## config.mk

```make
export PLATFORM = sky130hd
export DESIGN_NAME = seq_match_logger
export DESIGN_NICKNAME = d
export VERILOG_FILES = /design/src/rtl/seq_match_logger.sv
export SDC_FILE = /design/constraint.sdc
export NUM_CORES = 1
export LEC_CHECK = 0
export CORE_MARGIN = 2
export CORE_UTILIZATION = 35
export CTS_BUF_LIST = sky130_fd_sc_hd__clkbuf_8
export DETAILED_ROUTE_END_ITERATION = 10
export DONT_BUFFER_PORTS = 1
export PLACE_DENSITY_LB_ADDON = 0.12
export SYNTH_ARGS = -nofsm -noshare
export SYNTH_HDL_FRONTEND = slang
export SYNTH_SLANG_ARGS = --single-unit
```

## constraint.sdc

```tcl
create_clock -name clk -period 5.3 [get_ports clk]
set_input_delay 0.795 -clock clk [delete_from_list [all_inputs] [get_ports clk]]
set_output_delay 0.795 -clock clk [all_outputs]
set_load 0.05 [all_outputs]
```

## src/rtl/seq_match_logger.sv

```systemverilog
// Logs the bit position of every 0110 detector match into a show-ahead FIFO drained by the DSP,
// with a saturating match counter, sticky overflow flag and registered interrupt level.
module seq_match_logger #(
   parameter int unsigned POS_W     = 16,
   parameter int unsigned DEPTH     = 8,
   parameter int unsigned CNT_W     = 8,
   parameter int unsigned IRQ_LEVEL = 4
) (
   input  logic                     clk,
   input  logic                     rst,
   input  logic                     en,
   input  logic                     match_in,
   input  logic                     clr,
   output logic [POS_W-1:0]         pos_data,
   output logic                     pos_valid,
   input  logic                     pos_ready,
   output logic [CNT_W-1:0]         match_count,
   output logic [$clog2(DEPTH):0]   level,
   output logic                     overflow,
   output logic                     irq
);

   localparam int unsigned AW = $clog2(DEPTH);
   localparam int unsigned LW = AW + 1;
   localparam logic [LW-1:0] DepthL = LW'(DEPTH);
   localparam logic [LW-1:0] IrqL   = LW'(IRQ_LEVEL);

   logic [POS_W-1:0] mem_q [DEPTH];
   logic [POS_W-1:0] bit_pos_q, bit_pos_d;
   logic [AW-1:0]    wr_ptr_q, wr_ptr_d, rd_ptr_q, rd_ptr_d;
   logic [LW-1:0]    level_q, level_d;
   logic [CNT_W-1:0] cnt_q, cnt_d;
   logic             ovf_q, ovf_d, irq_q, irq_d;
   logic             push, pop, accept;

   assign pos_valid   = (level_q != '0);
   assign pos_data    = pos_valid ? mem_q[rd_ptr_q] : '0;
   assign match_count = cnt_q;
   assign level       = level_q;
   assign overflow    = ovf_q;
   assign irq         = irq_q;

   always_comb begin
      // clr suppresses this cycle's match and any pop
      push   = en & match_in & ~clr;
      pop    = pos_valid & pos_ready & ~clr;
      accept = push & ((level_q < DepthL) | pop);

      bit_pos_d = bit_pos_q + POS_W'(en);
      wr_ptr_d  = wr_ptr_q + AW'(accept);
      rd_ptr_d  = rd_ptr_q + AW'(pop);
      level_d   = level_q + LW'(accept) - LW'(pop);
      ovf_d     = ovf_q | (push & ~accept);
      cnt_d     = cnt_q;
      if (push && (cnt_q != '1)) cnt_d = cnt_q + CNT_W'(1);

      if (clr) begin
         bit_pos_d = '0;
         wr_ptr_d  = '0;
         rd_ptr_d  = '0;
         level_d   = '0;
         ovf_d     = 1'b0;
         cnt_d     = '0;
      end
      irq_d = ~clr & ((level_d >= IrqL) | ovf_d);
   end

   always_ff @(posedge clk or posedge rst) begin
      if (rst) begin
         bit_pos_q <= '0;
         wr_ptr_q  <= '0;
         rd_ptr_q  <= '0;
         level_q   <= '0;
         cnt_q     <= '0;
         ovf_q     <= 1'b0;
         irq_q     <= 1'b0;
      end else begin
         bit_pos_q <= bit_pos_d;
         wr_ptr_q  <= wr_ptr_d;
         rd_ptr_q  <= rd_ptr_d;
         level_q   <= level_d;
         cnt_q     <= cnt_d;
         ovf_q     <= ovf_d;
         irq_q     <= irq_d;
      end
   end

   // Storage needs no reset: contents are only visible while level is non-zero.
   always_ff @(posedge clk) begin
      if (accept) mem_q[wr_ptr_q] <= bit_pos_q;
   end

endmodule
```

==> impl_metrics.py, run 1 <==
metrics = {
    "status": {
        "outcome": "finished, final reports clean",
    },
    "synthesis": {
        "synth_edf_count": 128,
        "yosysSeqAreaShare_pct": 70.58,
        "synth_fp_nets": 416,
        "synthCells": 397,
        "mappedNetlistArea_um2": 6723,
        "yosys_warnings": 0,
        "ys_types": 38,
        "synth_area_per_cell_um2": 16.93,
        "synth_seq_cells": 164,
        "synthFlopType": "edfxtp_1",
        "async_flop_share_pct": 21.95,
    },
    "floorplanning": {
        "start_util_pct": 35.82,
        "die_x_um": 142.6,
        "die_area_um2": 20330,
        "ios": 37,
        "die-height_um": 142.6,
        "core-area_um2": 18770,
        "rows": 50,
    },
    "worst_setup_path": {
        "crit_path_max_fanout": 17,
        "r2r-end": "irq",
        "start_kind": "flop",
        "path_class": "flop to output port",
        "crit_arrival_ps": 2820,
        "r2r_setup_slack_ps": 2040,
        "endpoint_kind": "output port",
        "cp-startpoint": "rd_ptr_q[1]",
        "r2r_start": "level[2]",
        "r2r_cells": 12,
        "critPathCapture": "pos_data[7]",
        "crit_required_ps": 4510,
    },
    "finish": {
        "regArea_um2": 4746,
        "area_growth_pct": 11.07,
        "drive_above_1_share_pct": 19.20,
        "diodes": 0,
        "layout.cells.non_filler": 661,
        "final_area_um2": 7467,
        "multi_input_area_um2": 1882,
        "final_core_util_pct": 39.79,
        "fin_nets": 433,
        "fillers": 1736,
    },
    "placement": {
        "postPlaceCellArea_um2": 7067,
        "dp_cells": 629,
        "globalplace.congestion": 0.7007,
        "hpwl_mm": 8.118,
        "io_buffers": 0,
    },
    "routing": {
        "dr.pass1.iters": 4,
        "drt-met1-wl_mm": 5.806,
        "vias_per_cell": 5.067,
        "drc": 0,
        "routedWlPerCell_um": 19.77,
        "vias": 3349,
        "totalWireLength_mm": 13.07,
        "dr_wl_met2_mm": 6.594,
        "antenna_left": 0,
        "drtIter0Drc": 291,
        "top_layer": "met4",
        "route.met3.wl_um": 475,
    },
    "global_route": {
        "grt_use_total_pct": 13.88,
        "grt_max_degree": 39,
        "antenna_found_initial": 0,
        "grt_pass1_vias": 3468,
        "grt-ovfl-total": 0,
        "grt_pass1_wl_mm": 20.33,
    },
    "clock_network": {
        "cts-root-buf": "clkbuf_8",
        "numClockSinks": 164,
        "htree_levels": 4,
        "postCtsSetupBuffers": 0,
        "cts_made_buffers": 17,
        "post_cts_resized": 0,
        "cts_buffer_depth": 2,
        "hold_buffers": 0,
        "path_clk_slew_ps": 90,
        "cts_tree": "yes",
        "clk_latency_ps": 450,
    },
    "pwr": {
        "p_leak_nw": 2.598,
        "powerDensity_nw_per_um2": 403.6,
        "max-vdd-ir-drop_mv": 0.2028,
        "p_total_mw": 3.013,
    },
    "sta": {
        "worstMarginPinSlew_ps": 1018,
        "rsz0062_at_grt": "false",
        "setup_tns_ps": 0,
        "setup_viol": 0,
        "relSlewSlack_pct": 31.88,
        "clock_skew_ps": 9.999,
        "fin_crit_ps": 3615,
        "maxSlewViolCount": 0,
        "finalHoldViolCount": 0,
        "max_clock_freq_mhz": 276.6,
        "fin_crit_sh_pct": 68.22,
    },
    "job": {
        "cap_violations": 0,
    },
    "hold_path": {
        "hold_path.class": "primary input to async pin",
    },
}
power breakdown:
group | leakage (nW) | internal, mW | switching [mW]
Sequential | 1.75 | 1.40 | 0.106
Clock | 0.190 | 0.459 | 0.442
Combinational | 0.660 | 0.157 | 0.446
layout make-up:
cell class | count | share of cell area [%]
Sequential cell | 164 | 63.56
Inverter | 13 | 0.6535
Multi-Input combinational cell | 205 | 25.20
Clock buffer | 17 | 3.133
Tap cell | 234 | 3.921
Timing Repair Buffer | 13 | 1.307
Clock inverter | 15 | 2.229
cells in the final DEF, fill, tap and decap left out, types with 3 or more instances in the layout:
master	Yosys	final
clkinvlp_4	0	5
nand2_1	11	11
mux4_2	32	32
clkbuf_8	0	17
edfxtp_1	128	128
a21oi_1	10	10
mux2i_1	18	18
or3_1	4	4
o21ai_0	6	6
nor2b_1	7	7
ha_1	12	12
bufinv_16	0	3
nand3_1	7	7
buf_4	0	13
or4_1	3	3
xnor2_1	9	9
nand4_1	5	5
dfrtp_1	36	35
xor2_1	7	7
nand2b_1	3	3
nor2_1	46	46
inv_1	13	14
cell families (layout without fill, tap and decap cells):
kind of cell               after synthesis  count (layout)  synth area share [%]
AOI/OAI and AO/OA                       24              24                 2.122
xor gates and xnor gates                16              16                 2.085
adders and majority gates               13              13                 2.531
buffers and inverters                   28              58                 1.675
DFF                                    164             164                 70.58
muxes                                   50              50                 13.40
and+or+nand+nor                        102             102                 7.612
critical path: stages (launching register included):
cell and delay [ps]:
dfrtp_1 900, buf_4 420, mux4_2 250, mux2i_1 70, nor2_1 700
how the worst min path moves through the flow:
stage            startpoint        endpoint  slack, ps  depth (start not counted)
3_3_place_gp    wr_ptr_q[0]     wr_ptr_q[0]        620                          2
4_1_cts                 rst  match_count[0]        330                          2
2_1_floorplan  bit_pos_q[0]     mem_q[0][0]        540                          0
5_1_grt                 rst   bit_pos_q[14]        360                          2
6_report                rst  match_count[5]        340                          2
3_5_place_dp   bit_pos_q[0]     mem_q[0][0]        600                          0
metrics by stage:
stage	hold WS (ps)	worst slack, ps
after floorplan	543.4	2155
after CTS	334.9	1629
after global routing	358.4	1493
after global placement	616.4	2001
final	337.6	1685
after detailed placement	601.0	1987
sequential cells by signal, indices dropped and copies added, names as in the netlist:
name         flops
mem_q          128
bit_pos_q       16
match_count      8
level            4
rd_ptr_q         3
wr_ptr_q         3
irq              1
overflow         1
synthesized netlist by cell type, drive strengths merged (9+ instances only):
cell type	instances	area (µm²)
mux4	32	720.7
mux2i	18	180.2
inv	13	48.80
a21oi	10	50.05
clkbuf	9	33.78
nor2	46	172.7
ha	12	150.1
xnor2	9	78.83
dfrtp	36	900.9
nand2	11	41.29
edfxtp	128	3844
routing by layer:
layer | track usage, % | vias up
li1 | - | 1552
met4 | 4.586 | 0
met3 | 4.071 | 16
met1 | 17.54 | 1716
met2 | 23.00 | 65
met5 | 0 | -
Power figures use the tool's default switching activity.
==> run 2, diff against run 1 <==
==> constraint.sdc (replaced) <==
create_clock -name clk -period 3.8 [get_ports clk]
set_input_delay 0.57 -clock clk [delete_from_list [all_inputs] [get_ports clk]]
set_output_delay 0.57 -clock clk [all_outputs]
set_load 0.05 [all_outputs]
==> run 2 against run 1 <==
  * Design area is 2.7% higher
  * Die area stayed put
  * Clock-buffer cell count stayed put
  * Clock power is 44% higher
  * Core utilization is 1.1 points higher
  * Combinational power is 72% higher
  * Sequential power is 36% higher
  * Global-route usage is 0.63 points higher
  * Critical endpoint is now pos_data[15]
  * Largest cell class unchanged
==> impl_metrics.py, run 2 (same netlist as run 1, synthesis figures left out) <==
metrics = {
    "finish": {
        "final_common_cell": "edfxtp_1",
        "fin_nets": 457,
        "top_register": "mem_q",
        "final_core_util_pct": 40.85,
        "diodes": 0,
        "final_area_um2": 7666,
        "mostFrequentLayoutCells": "128 x edfxtp_1, 46 x nor2_1, 36 x buf_4",
        "layout.cells.non_filler": 685,
        "drive_above_1_share_pct": 22.62,
        "largest_reg_flops": 128,
        "area_growth_pct": 14.03,
    },
    "worst_setup_path": {
        "crit_path_max_fanout": 18,
        "start_kind": "flop",
        "endpoint_kind": "output port",
        "crit_required_ps": 3230,
        "crit_arrival_ps": 2410,
        "path_class": "flop to output port",
    },
    "routing": {
        "totalWireLength_mm": 13.56,
        "drt-met1-wl_mm": 6.308,
        "dr.pass1.iters": 6,
        "vias": 3471,
        "drc": 0,
        "routedWlPerCell_um": 19.79,
        "route.met3.wl_um": 440,
        "dr_wl_met2_mm": 6.557,
        "vias_per_cell": 5.067,
        "drtIter0Drc": 234,
        "antenna_left": 0,
        "top_layer": "met4",
    },
    "global_route": {
        "grt_max_degree": 39,
        "grt-ovfl-total": 0,
        "grt_pass1_vias": 3737,
        "grt_use_total_pct": 14.51,
        "antenna_found_initial": 0,
        "grt_pass1_wl_mm": 21.31,
    },
    "clock_network": {
        "clk_latency_ps": 450,
        "cts_tree": "yes",
        "numClockSinks": 164,
        "cts_made_buffers": 17,
        "cts-root-buf": "clkbuf_8",
        "htree_levels": 4,
        "cts_buffer_depth": 2,
        "post_cts_resized": 0,
        "path_clk_slew_ps": 80,
    },
    "placement": {
        "post-place-ws_ps": 125.2,
        "io_buffers": 0,
        "dp_cells": 651,
        "globalplace.congestion": 0.6536,
        "hpwl_mm": 8.218,
        "postPlaceCellArea_um2": 7244,
    },
    "floorplanning": {
        "ios": 37,
        "start_util_pct": 35.82,
        "core-area_um2": 18770,
        "rows": 50,
        "die-height_um": 142.6,
        "die_area_um2": 20330,
        "die_x_um": 142.6,
    },
    "pwr": {
        "p_total_mw": 4.404,
        "combPwrFrac_pct": 23.7,
        "switching_power_mw": 1.389,
        "powerDensity_nw_per_um2": 574.4,
        "p_leak_nw": 2.748,
        "pwr-share-seq_pct": 46.8,
        "switching_share_pct": 31.55,
        "max-vdd-ir-drop_mv": 0.3501,
        "power.internal_mw": 3.014,
        "clockPowerShare_pct": 29.5,
    },
    "sta": {
        "finalHoldViolCount": 0,
        "clock_skew_ps": 10.47,
        "layout_setup_ws_ps": 816.5,
        "rsz0062_at_grt": "false",
        "worstMarginPinSlew_ps": 967.9,
        "maxSlewViolCount": 0,
        "setup_tns_ps": 0,
        "setup_viol": 0,
        "fin_crit_ps": 2984,
        "hold_ws_ps": 172.5,
        "max_clock_freq_mhz": 335.2,
        "relSlewSlack_pct": 35.40,
        "fin_crit_sh_pct": 78.51,
    },
    "job": {
        "cap_violations": 0,
    },
    "hold_path": {
        "hold_path.class": "primary input to flop",
    },
    "status": {
        "outcome": "finished, final reports clean",
    },
}
-- run 2: worst max-delay path, cell delays in order (launching register included) --
cell,delay (ps)
dfrtp_2,750
buf_12,280
mux4_2,530
mux2i_1,160
nor2_1,60
buf_4,190
-- run 2: power groups by stage --
stage / combinational [mW] / sequential, mW / clock (mW)
floorplan: 0.743 / 2.10 / 0
global placement: 1.04 / 2.10 / 0
detailed placement: 1.05 / 2.10 / 0
CTS: 1.05 / 2.06 / 1.33
global route: 1.12 / 2.07 / 1.41
finish: 1.04 / 2.06 / 1.30
-- run 2: repair_timing --
item | CTS | global route
buffers inserted | 0 | 2
hold endpoints to repair | 0 | 0
endpoints found under the setup margin | 0 | 2
hold buffers | 0 | 0
-- run 2: cell type report --
class                           instances  area [µm²]
Timing Repair Buffer                   37       290.3
Multi-Input combinational cell        205        1882
Clock buffer                           17       234.0
Inverter                               13       48.80
Clock inverter                         15       172.7
Tap cell                              234       292.8
Fill cell                            1745       11100
Sequential cell                       164        4746
-- run 2: path summary, 6_finish.rpt --
| path | from | to | slack [ps] | depth (start not counted) |
|---|---|---|---|---|
| max | rd_ptr_q[0] | pos_data[15] | 820 | 5 |
| min | clr | irq | 170 | 1 |
| max reg2reg | level[2] | irq | 840 | 12 |
| min reg2reg | bit_pos_q[0] | mem_q[1][0] | 640 | 0 |
| max in group asynchronous | rst | level[1] | 2800 | 2 |
| min in group asynchronous | rst | wr_ptr_q[2] | 230 | 1 |
-- run 2: routing by layer --
layer  track usage (%)  vias up
met1             19.47     1788
met2             23.03       63
li1                  -     1602
met3             3.567       18
met4             5.367        0
met5                 0        -
==> run 3, diff against run 2 <==
==> constraint.sdc (replaced) <==
create_clock -name clk -period 2.5 [get_ports clk]
set_input_delay 0.375 -clock clk [delete_from_list [all_inputs] [get_ports clk]]
set_output_delay 0.375 -clock clk [all_outputs]
set_load 0.05 [all_outputs]
==> run 3 against run 2 <==
  * Combinational power is 79% higher
  * Clock skew is 1.4 ps higher
  * Critical path type unchanged
  * Non-clock buffer count is 20 higher
  * Sequential power is 49% higher
  * Power is 54% higher
  * Worst setup slack worse by 720 ps
  * Final cell count is 2.9% higher
==> impl_metrics.py, run 3 (same netlist as run 1, synthesis figures left out) <==
metrics = {
    "routing": {
        "drc": 0,
        "drtIter0Drc": 199,
        "dr.pass1.iters": 4,
        "antenna_left": 0,
        "routedWlPerCell_um": 18.87,
        "totalWireLength_mm": 13.30,
        "vias_per_cell": 4.986,
        "vias": 3515,
    },
    "pwr": {
        "switching_share_pct": 32.67,
        "max-vdd-ir-drop_mv": 0.6422,
        "power.internal_mw": 4.567,
        "p_leak_nw": 2.838,
        "powerDensity_nw_per_um2": 857.4,
        "combPwrFrac_pct": 27.4,
        "pwr-share-seq_pct": 45.1,
        "clockPowerShare_pct": 27.5,
        "switching_power_mw": 2.216,
    },
    "placement": {
        "postPlaceCellArea_um2": 7420,
        "hpwl_mm": 8.506,
        "globalplace.congestion": 0.7499,
        "dp_cells": 669,
        "io_buffers": 0,
    },
    "floorplanning": {
        "die_x_um": 142.6,
        "rows": 50,
        "start_util_pct": 35.82,
        "die_area_um2": 20330,
        "core-area_um2": 18770,
        "die-height_um": 142.6,
        "ios": 37,
    },
    "job": {
        "cap_violations": 0,
    },
    "clock_network": {
        "numClockSinks": 164,
        "htree_levels": 4,
        "cts_made_buffers": 17,
        "cts_buffer_depth": 2,
        "cts-root-buf": "clkbuf_8",
        "clk_latency_ps": 450,
        "path_clk_slew_ps": 90,
        "cts_tree": "yes",
    },
    "sta": {
        "rsz0062_at_grt": "true",
        "setup_tns_ps": 0,
        "finalHoldViolCount": 0,
        "fin_crit_sh_pct": 96.21,
        "max_clock_freq_mhz": 415.8,
        "worstMarginPinSlew_ps": 846.3,
        "fin_crit_ps": 2405,
        "maxSlewViolCount": 0,
        "setup_viol": 0,
        "clock_skew_ps": 11.84,
        "relSlewSlack_pct": 43.52,
    },
    "finish": {
        "layout.cells.non_filler": 705,
        "top_register": "mem_q",
        "final_area_um2": 7911,
        "final_common_cell": "edfxtp_1",
        "area_growth_pct": 17.68,
        "diodes": 0,
        "largest_reg_flops": 128,
        "fillers": 1720,
        "fin_nets": 477,
        "drive_above_1_share_pct": 29.30,
        "mostFrequentLayoutCells": "128 x edfxtp_1, 42 x buf_4, 41 x nor2_1",
    },
    "status": {
        "outcome": "finished, final reports clean",
    },
    "worst_setup_path": {
        "endpoint_kind": "output port",
        "start_kind": "flop",
        "path_class": "flop to output port",
        "crit_path_max_fanout": 6,
        "crit_required_ps": 2120,
        "crit_arrival_ps": 2030,
    },
    "global_route": {
        "antenna_found_initial": 0,
        "grt_use_total_pct": 14.28,
        "grt_pass1_wl_mm": 20.96,
        "grt-ovfl-total": 0,
        "grt_pass1_vias": 3715,
        "grt_max_degree": 37,
    },
    "hold_path": {
        "hold_path.class": "primary input to flop",
    },
}
-- run 3: worst paths after layout --
check | start | to | slack, ps | cells after the start
max | rd_ptr_q[0] | pos_data[1] | 90 | 5
min | pos_ready | overflow | 130 | 2
max reg2reg | level[2] | irq | 170 | 12
min reg2reg | wr_ptr_q[0] | wr_ptr_q[0] | 640 | 2
max in group asynchronous | rst | bit_pos_q[5] | 1210 | 3
min in group asynchronous | rst | overflow | 530 | 2
-- run 3: metrics by stage --
step | util (%) | total power, mW | worst slack (ps) | hold slack, ps
floorplan | - | 4.364 | -74.26 | 541.9
global placement | 39.53 | 4.876 | 158.6 | 442.8
detailed placement | 39.53 | 4.877 | 115.9 | 443.0
CTS | 41.83 | 6.770 | 9.543 | 91.83
global route | 42.15 | 7.100 | -37.65 | 108.1
finish | 42.15 | 6.783 | 94.84 | 129.5
-- run 3: area by class of cell --
cell class | instances | area, µm² | share of cell area [%]
Clock buffer | 17 | 234.0 | 2.957
Clock inverter | 15 | 156.4 | 1.977
Inverter | 13 | 48.80 | 0.6168
Multi-Input combinational cell | 205 | 1911 | 24.15
Sequential cell | 164 | 4751 | 60.05
Tap cell | 234 | 292.8 | 3.701
Timing Repair Buffer | 57 | 518.0 | 6.548
-- run 3: timing repair --
| item | CTS | global route |
|---|---|---|
| setup endpoints to repair | 13 | 17 |
| hold endpoints to repair | 56 | 0 |
| gates resized for setup | 1 | 15 |
| setup buffers | 1 | 1 |
| hold buffers | 2 | 0 |
-- run 3: critical path, cell delays in order (launching register included) --
cell and delay [ps]:
dfrtp_4 470, buf_4 200, mux4_2 500, mux2i_1 160, nor2_1 60, buf_4 190
-- run 3: power by group through the flow --
stage	Sequential, mW	Combinational [mW]	Clock, mW
after floorplan	3.20	1.17	0
after global placement	3.13	1.74	0
after detailed placement	3.14	1.74	0
after CTS	3.06	1.78	1.93
after global routing	3.07	1.99	2.04
final	3.06	1.86	1.86
-- run 3: per-layer routing --
layer  vias to the layer above  wire length, µm  global-route usage (%)
li1                       1644                -                       -
met1                      1777             5839                   17.90
met2                        70             6674                   23.63
met3                        24              481                   3.769
met4                         0              310                   5.836
met5                         -                0                       0
